$ cat src/rtl/input_ports_pkg.sv
// Shared constants and helpers for the CPU input-port block.
// Port count, select width and default sizing live here so that the top level and the bench stay in step.
package input_ports_pkg;

   localparam int NPORTS          = 4;
   localparam int SEL_W           = 2;
   localparam int DEF_WIDTH       = 8;
   localparam int DEF_SYNC_STAGES = 2;

   typedef logic [SEL_W-1:0] port_sel_t;

   // One-hot strobe decode, the same shape as the output-port enable decoder.
   function automatic logic [NPORTS-1:0] decode_sel(input port_sel_t sel, input logic en);
      decode_sel      = '0;
      decode_sel[sel] = en;
   endfunction

endpackage

$ cat src/rtl/input_ports_if.sv
// CPU-side bus of the input-port block: select/read strobe, interrupt-enable write, read data and status.
interface input_ports_if
   import input_ports_pkg::*;
#(
   parameter int WIDTH = DEF_WIDTH
);

   port_sel_t          sel;
   logic               rd;
   logic [WIDTH-1:0]   rdata;
   logic               ien_we;
   logic [NPORTS-1:0]  ien_wd;
   logic [NPORTS-1:0]  status;
   logic               irq;

   modport master (
      output sel, rd, ien_we, ien_wd,
      input  rdata, status, irq
   );

   modport slave (
      input  sel, rd, ien_we, ien_wd,
      output rdata, status, irq
   );

endinterface

$ cat src/rtl/input_ports_in_port_sync.sv
// One external input port: synchronizer chain, capture register and "new data" flag.
// A capture on the same edge as a clearing read keeps the flag set, so fresh data is never hidden.
module in_port_sync
   import input_ports_pkg::*;
#(
   parameter int WIDTH       = DEF_WIDTH,
   parameter int SYNC_STAGES = DEF_SYNC_STAGES
) (
   input  logic             clk,
   input  logic             reset,
   input  logic [WIDTH-1:0] ext_in,
   input  logic             clr,
   output logic [WIDTH-1:0] cap,
   output logic             new_flag
);

   // Fewer than two flops cannot be trusted against metastability.
   localparam int STAGES = (SYNC_STAGES < 2) ? 2 : SYNC_STAGES;

   logic [WIDTH-1:0] sync_q [STAGES];
   logic [WIDTH-1:0] sync_d [STAGES];
   logic [WIDTH-1:0] cap_q, cap_d;
   logic             new_q, new_d;
   logic             capture;

   always_comb begin
      sync_d[0] = ext_in;
      for (int i = 1; i < STAGES; i++) begin
         sync_d[i] = sync_q[i-1];
      end
   end

   always_comb begin
      capture = (sync_q[STAGES-1] != cap_q);
      cap_d   = capture ? sync_q[STAGES-1] : cap_q;
      new_d   = new_q;
      if (capture) begin
         new_d = 1'b1;
      end else if (clr) begin
         new_d = 1'b0;
      end
   end

   always_ff @(posedge clk or negedge reset) begin
      if (!reset) begin
         for (int i = 0; i < STAGES; i++) begin
            sync_q[i] <= '0;
         end
         cap_q <= '0;
         new_q <= 1'b0;
      end else begin
         for (int i = 0; i < STAGES; i++) begin
            sync_q[i] <= sync_d[i];
         end
         cap_q <= cap_d;
         new_q <= new_d;
      end
   end

   assign cap      = cap_q;
   assign new_flag = new_q;

endmodule

$ cat src/rtl/input_ports.sv
// Input-side I/O block for the CPU: four synchronized input ports with new-data flags,
// a select/read path that clears the flag of the port being read, and a maskable interrupt.
module input_ports
   import input_ports_pkg::*;
#(
   parameter int WIDTH       = DEF_WIDTH,
   parameter int SYNC_STAGES = DEF_SYNC_STAGES
) (
   input  logic              clk,
   input  logic              reset,
   input  logic [WIDTH-1:0]  ext_in0,
   input  logic [WIDTH-1:0]  ext_in1,
   input  logic [WIDTH-1:0]  ext_in2,
   input  logic [WIDTH-1:0]  ext_in3,
   input_ports_if.slave      bus
);

   logic [WIDTH-1:0]  ext_arr [NPORTS];
   logic [WIDTH-1:0]  cap     [NPORTS];
   logic [NPORTS-1:0] clr;
   logic [NPORTS-1:0] new_flags;
   logic [NPORTS-1:0] ien_q, ien_d;

   assign ext_arr[0] = ext_in0;
   assign ext_arr[1] = ext_in1;
   assign ext_arr[2] = ext_in2;
   assign ext_arr[3] = ext_in3;

   assign clr = decode_sel(bus.sel, bus.rd);

   for (genvar i = 0; i < NPORTS; i++) begin : g_port
      in_port_sync #(
         .WIDTH       (WIDTH),
         .SYNC_STAGES (SYNC_STAGES)
      ) u_port (
         .clk      (clk),
         .reset    (reset),
         .ext_in   (ext_arr[i]),
         .clr      (clr[i]),
         .cap      (cap[i]),
         .new_flag (new_flags[i])
      );
   end

   always_comb begin
      ien_d = ien_q;
      if (bus.ien_we) begin
         ien_d = bus.ien_wd;
      end
   end

   always_ff @(posedge clk or negedge reset) begin
      if (!reset) begin
         ien_q <= '0;
      end else begin
         ien_q <= ien_d;
      end
   end

   // Read data reflects the pre-edge capture, even during a read that collides with a capture.
   assign bus.rdata  = cap[bus.sel];
   assign bus.status = new_flags;
   assign bus.irq    = |(new_flags & ien_q);

endmodule

$ cat src/flat_wrapper.sv
// flat-port wrapper written by rule: the top's interface ports become plain ports
module input_ports_flat import input_ports_pkg::*;
#(
   parameter int WIDTH       = DEF_WIDTH,
   parameter int SYNC_STAGES = DEF_SYNC_STAGES
)
  (clk, reset, ext_in0, ext_in1, ext_in2, ext_in3, bus_sel, bus_rd, bus_ien_we, bus_ien_wd, bus_rdata, bus_status, bus_irq);
  input_ports_if #(.WIDTH(WIDTH)) bus_i ();
  input  logic clk;
  input  logic reset;
  input  logic [WIDTH-1:0] ext_in0;
  input  logic [WIDTH-1:0] ext_in1;
  input  logic [WIDTH-1:0] ext_in2;
  input  logic [WIDTH-1:0] ext_in3;
  input wire logic [$bits(bus_i.sel)-1:0] bus_sel;
  input wire logic [$bits(bus_i.rd)-1:0] bus_rd;
  input wire logic [$bits(bus_i.ien_we)-1:0] bus_ien_we;
  input wire logic [$bits(bus_i.ien_wd)-1:0] bus_ien_wd;
  output wire logic [$bits(bus_i.rdata)-1:0] bus_rdata;
  output wire logic [$bits(bus_i.status)-1:0] bus_status;
  output wire logic [$bits(bus_i.irq)-1:0] bus_irq;
  assign bus_i.sel = bus_sel;
  assign bus_i.rd = bus_rd;
  assign bus_i.ien_we = bus_ien_we;
  assign bus_i.ien_wd = bus_ien_wd;
  assign bus_rdata = bus_i.rdata;
  assign bus_status = bus_i.status;
  assign bus_irq = bus_i.irq;
  input_ports #(.WIDTH(WIDTH), .SYNC_STAGES(SYNC_STAGES)) u_core (.clk(clk), .reset(reset), .ext_in0(ext_in0), .ext_in1(ext_in1), .ext_in2(ext_in2), .ext_in3(ext_in3), .bus(bus_i));
endmodule
$ cat config.mk
export PLATFORM = sky130hd
export DESIGN_NAME = input_ports_flat
export DESIGN_NICKNAME = d
export VERILOG_FILES = /design/src/rtl/input_ports_pkg.sv /design/src/rtl/input_ports_if.sv /design/src/rtl/input_ports_in_port_sync.sv /design/src/rtl/input_ports.sv /design/src/flat_wrapper.sv
export SDC_FILE = /design/constraint.sdc
export NUM_CORES = 1
export LEC_CHECK = 0
export CAP_MARGIN = 10
export CORE_MARGIN = 4
export CORE_UTILIZATION = 30
export DETAILED_ROUTE_END_ITERATION = 6
export PLACE_DENSITY = 0.56
export SYNTH_ARGS = -nofsm -noshare
export SYNTH_HDL_FRONTEND = slang
export SYNTH_HIERARCHICAL = 1
export SYNTH_SLANG_ARGS = --single-unit
$ cat constraint.sdc
create_clock -name clk -period 1.8 [get_ports clk]
set_input_delay 0.36 -clock clk [delete_from_list [all_inputs] [get_ports clk]]
set_output_delay 0.36 -clock clk [all_outputs]
set_load 0.02 [all_outputs]
# Yosys cells after proc, flatten, opt, wreduce, memory -nomap -nowiden
# Index checks and enable logic that the tools add are counted.
[word_totals]
out_inout_bits = 13
regBits = 104
[classes]
bitwise = 3
n_mux = 13
n_lt_le_gt_ge = 3
reduce_logical = 6
eq_ne = 4
[ops]
columns = ["cell", "n"]
rows = [
  ["!= test 8 bit", 4],
  ["binary-select mux 8 bit (select 2 bit)", 1],
  ["two-way mux 8 bit", 2],
  ["two-way mux 1 bit", 9],
  ["bitwise AND 4 bit", 2],
  ["nonzero test 2 bit", 4],
  ["OR reduction 4 bit", 1],
  [">= comparator 3 bit, second input constant", 1],
  ["less-than comparator 2 x 3 -> 1 bit, second input constant", 1],
  ["inverter 2 -> 3 bit", 1],
  ["demux 1 bit (select 2 bit)", 1],
  [">= comparator 2 x 1 -> 1 bit, second input constant", 1],
  ["logical AND 1 bit", 1],
]

# Logic depth before layout (Yosys ltp)
# Gate-level depths: netlist of run 1.
[logic_depth]
ltp_word = 7
depth_mapped = 4

# By module
# The synthesis of run 1 kept the hierarchy.
[by_module_without_submodules]
columns = ["mod", "cells_each", "instances", "seq_area_each_um2", "area_each_um2"]
rows = [
  ["in_port_sync", 45, 4, 625.6, 749.5],
  ["input_ports", 26, 1, 100.1, 400.4],
]

# Least setup slack after synthesis of run 1
# Ideal clock, no wire load.
[synth_path]
path_kind = "input -> output"
start = "in bus_sel[0]"
end = "out bus_rdata[0]"
arrival_ns = 1.058
path_slack_ns = 0.382
path_stages = 2
required_ns = 1.440
path_cell_list = "buf_6 > mux4_2"
[synth_via]
elab_chain_cells = 4
[synth_lines]
columns = ["item", "line", "text"]
rows = [
  ["start: declaration", "flat_wrapper.sv:15", "input wire logic [$bits(bus_i.sel)-1:0] bus_sel;"],
  ["inverter 2 -> 3 bit (not written as such)", "input_ports.sv:61", "assign bus.rdata = cap[bus.sel];"],
  ["binary-select mux 8 bit (select 2 bit)", "input_ports.sv:61", ""],
  ["two-way mux 8 bit (not written as such) (2 in a row)", "input_ports.sv:61", ""],
  ["end: declaration", "flat_wrapper.sv:19", "output wire logic [$bits(bus_i.rdata)-1:0] bus_rdata;"],
]
# Every way passes these cells. The select of a mux whose other input is x is not followed.

# Final worst setup path of run 1
[layout_path]
start = "in bus_sel[0]"
end = "out bus_rdata[4]"
# Same word-level chain as after synthesis.

==> out/qor.yml, run 1 <==
clock_network:
  h-tree-depth: 3
  cts_inserted_buffers: 9
  clock_sinks: 104
  cts_root_buffer: "clkbuf_16"
  clk_pin_slew_ns: 0.07
  clk_latency_ns: 0.34
  clock_path_buffers: 2
  cts_tree: "built"
setup_path:
  critPathArrivalTime_ns: 1.40
  ff2ff_path_depth: 4
  cp-end-kind: "output pin"
  worstPathRequired_ns: 1.44
  crit_path_start_kind: "primary input"
  critPathKind: "in2out"
  timing.reg2reg.setup_slack_ns: 0.42
  crit_fanout: 4
yosys:
  ys_seq_area_share_pct: 76.6
  synth_fa_ha_area_share_pct: 0
  syn_avg_cell_area_sq_um: 16.5
  ys_warn_count: 6
  yosysUniqueCellTypes: 19
  ys_ff_latch: 104
  mappedNetlistArea_sq_mm: 0.00340
  synth_compound_area_share_pct: 1.47
  syn_nets: 248
  synth_simple_gate_area_share_pct: 2.39
  synth_top_family_by_area: "XOR/XNOR gates"
  synth_mux_area_share_pct: 6.85
  synth-xor-area-share_pct: 8.25
  syn-instance-count: 206
layout:
  fill_cells: 1035
  drive_above_1_share_pct: 21.8
  num-nets-final: 298
  multiInputGateArea_sq_um: 637
  area_delta_synth_final_pct: 31.1
  finalNonFillerCells: 401
  finalInstanceArea_sq_mm: 0.00446
  num_antenna_cells: 0
  regArea_sq_mm: 0.00260
pwr:
  power_switching_mw: 1.02
  seqPwrFrac_pct: 53.5
  peakVddDrop_mv: 0.480
  combPwrFrac_pct: 7.9
  p_clk_share_pct: 38.6
  switching_share_pct: 21.7
  p_per_area_mw_per_mm2: 1060
  internal_power_mw: 3.69
  power_leakage_nw: 1.96
floorplanning:
  start_util_pct: 30.9
  ios: 55
  die_h_um: 114
  die_w_um: 114
  coreArea_sq_mm: 0.0110
  die_area_sq_mm: 0.0131
  rows: 38
placed_design:
  dp_slack_ns: -0.733
  dpl.hpwl_mm: 4.03
  dp_cells: 381
  place.gp.congestion: 0.697
  io_buffers: 54
  place_area_sq_mm: 0.00413
grt:
  grt_use_total_pct: 10.2
  grt_pass1_wl_mm: 9.84
  grt_max_degree: 35
  antenna_found_initial: 0
  grt_pass1_vias: 1854
  gr-total-overflow: 0
detailed_routing:
  first_iter_violations: 45
  drtAntennaViolNets: 0
  drt-vias-per-instance: 4.02
  drc: 0
  vias: 1611
  dr.pass1.iters: 3
  drt-total-wl_mm: 5.89
  post_drt_wl_per_cell_um: 14.7
min_path:
  holdPathStages: 0
  min_path_type: "reg2reg"
sta:
  fin_crit_sh_pct: 97.7
  setup-violations-final: 0
  finalClockSkew_ns: 0.00917
  maxSlewHeadroom_pct: 72.6
  setup_tns_ns: 0
  fin_crit_ns: 1.76
  worst_slack_ns: 0.0408
  holdWs_ns: 0.344
  rsz0062_at_grt: "false"
  tightestPinTransition_ns: 0.407
  fmax_ghz: 0.568
  slew_viol_final: 0
  hold_viol_final: 0
outcome:
  outcome: "completed"
run:
  cap_violations: 0
## what timing repair did
item,in CTS,in global routing
gates resized for setup,42,5
buffers inserted,1,0
setup endpoints to repair,9,4
hold buffers,1,0
cloned,2,0
hold endpoints to repair,29,0
## synthesized netlist by cell type
| library cell | number | area (sq um) |
|---|---|---|
| nor2_1 | 1 | 3.75 |
| clkbuf_1 | 32 | 120 |
| buf_6 | 1 | 11.3 |
| nor4_1 | 4 | 25.0 |
| xor2_1 | 28 | 245 |
| dfrtp_1 | 104 | 2600 |
| inv_1 | 4 | 15.0 |
| nor3_1 | 4 | 20.0 |
| xnor2_1 | 4 | 35.0 |
| a22oi_1 | 2 | 15.0 |
| buf_2 | 1 | 5.00 |
| mux4_1 | 2 | 52.6 |
| mux4_2 | 6 | 135 |
| and3b_2 | 1 | 10.0 |
| nor3b_1 | 1 | 7.51 |
| nand2_1 | 2 | 7.51 |
| and3_2 | 1 | 7.51 |
| mux2_2 | 4 | 45.0 |
| o2111ai_1 | 4 | 35.0 |
## registers in the layout (all words and copies together) (netlist names)
register and count:
u_core/g_port.u_port/sync_q 32, u_core/ien_q 4, u_core/g_port.u_port/cap 32, u_core/g_port.u_port/new_flag 4, u_core/g_port.u_port/sync_d 32
## metal layers
| layer | wire length, um | global-route usage (%) |
|---|---|---|
| met2 | 2630 | 14.5 |
| met3 | 290 | 3.01 |
| met1 | 2860 | 14.3 |
| met5 | 0 | 0 |
| met4 | 114 | 4.75 |
## cell type report
class                      instances  area share, %
sequential                       104           58.4
timing repair buffer              73           16.6
multi-input combinational         64           14.3
clock buffer                      12           5.76
tap                              140           3.93
clock inverter                     4          0.646
inverter                           4          0.337
## power by group through the flow
| stage | Sequential (mW) | Combinational, mW | Clock, mW |
|---|---|---|---|
| finish | 2.52 | 0.374 | 1.82 |
| global route | 2.53 | 0.412 | 1.98 |
| CTS | 2.52 | 0.380 | 1.88 |
| detailed placement | 2.57 | 0.373 | 0 |
| global placement | 2.56 | 0.371 | 0 |
| floorplan | 2.55 | 0.156 | 0 |
## cells by family after synthesis
family          Yosys count
compound gates            6
mux                      12
flops                   104
xor+xnor                 32
simple gates             14
buf+inv                  38
## worst paths after layout
| path | startpoint | to |
|---|---|---|
| worst max-delay path | bus_sel[0] | bus_rdata[4] |
| worst min-delay path | u_core/g_port[1].u_port/sync_d[2] | u_core/g_port[1].u_port/sync_q[2] |
| worst max register to register | u_core/g_port[2].u_port/cap[5] | u_core/g_port[2].u_port/new_flag |
| worst min register to register | u_core/g_port[1].u_port/sync_d[2] | u_core/g_port[1].u_port/sync_q[2] |
| max in group asynchronous | reset | u_core/g_port[0].u_port/sync_q[6] |
| min in group asynchronous | reset | u_core/g_port[1].u_port/sync_d[7] |
## metrics by stage
stage	util (%)	total power [mW]
floorplan	-	2.70
global placement	37.6	2.93
detailed placement	37.6	2.94
CTS	40.5	4.78
global route	40.6	4.92
finish	40.6	4.71
## placed cells by master (no fill, tap or decap), drive strengths merged, types with 4 or more instances in the layout
master	n
dfrtp	104
clkdlybuf4s50	42
xor2	28
buf	26
clkbuf	12
mux4	8
mux2	4
inv	4
xnor2	4
nor3	4
nor4	4
o2111ai	4
## worst max-delay path, stage by stage
cell and delay [ns]:
buf_4 0.11, bufbuf_16 0.25, mux4_2 0.51, buf_6 0.15
(Power assumes the default switching activity.)
==> run 2, diff against run 1 <==
- SKIP_LAST_GASP: not set -> 1
==> results of run 2 <==
Same layout as run 1: the final DEF is identical, and so are final timing and power.
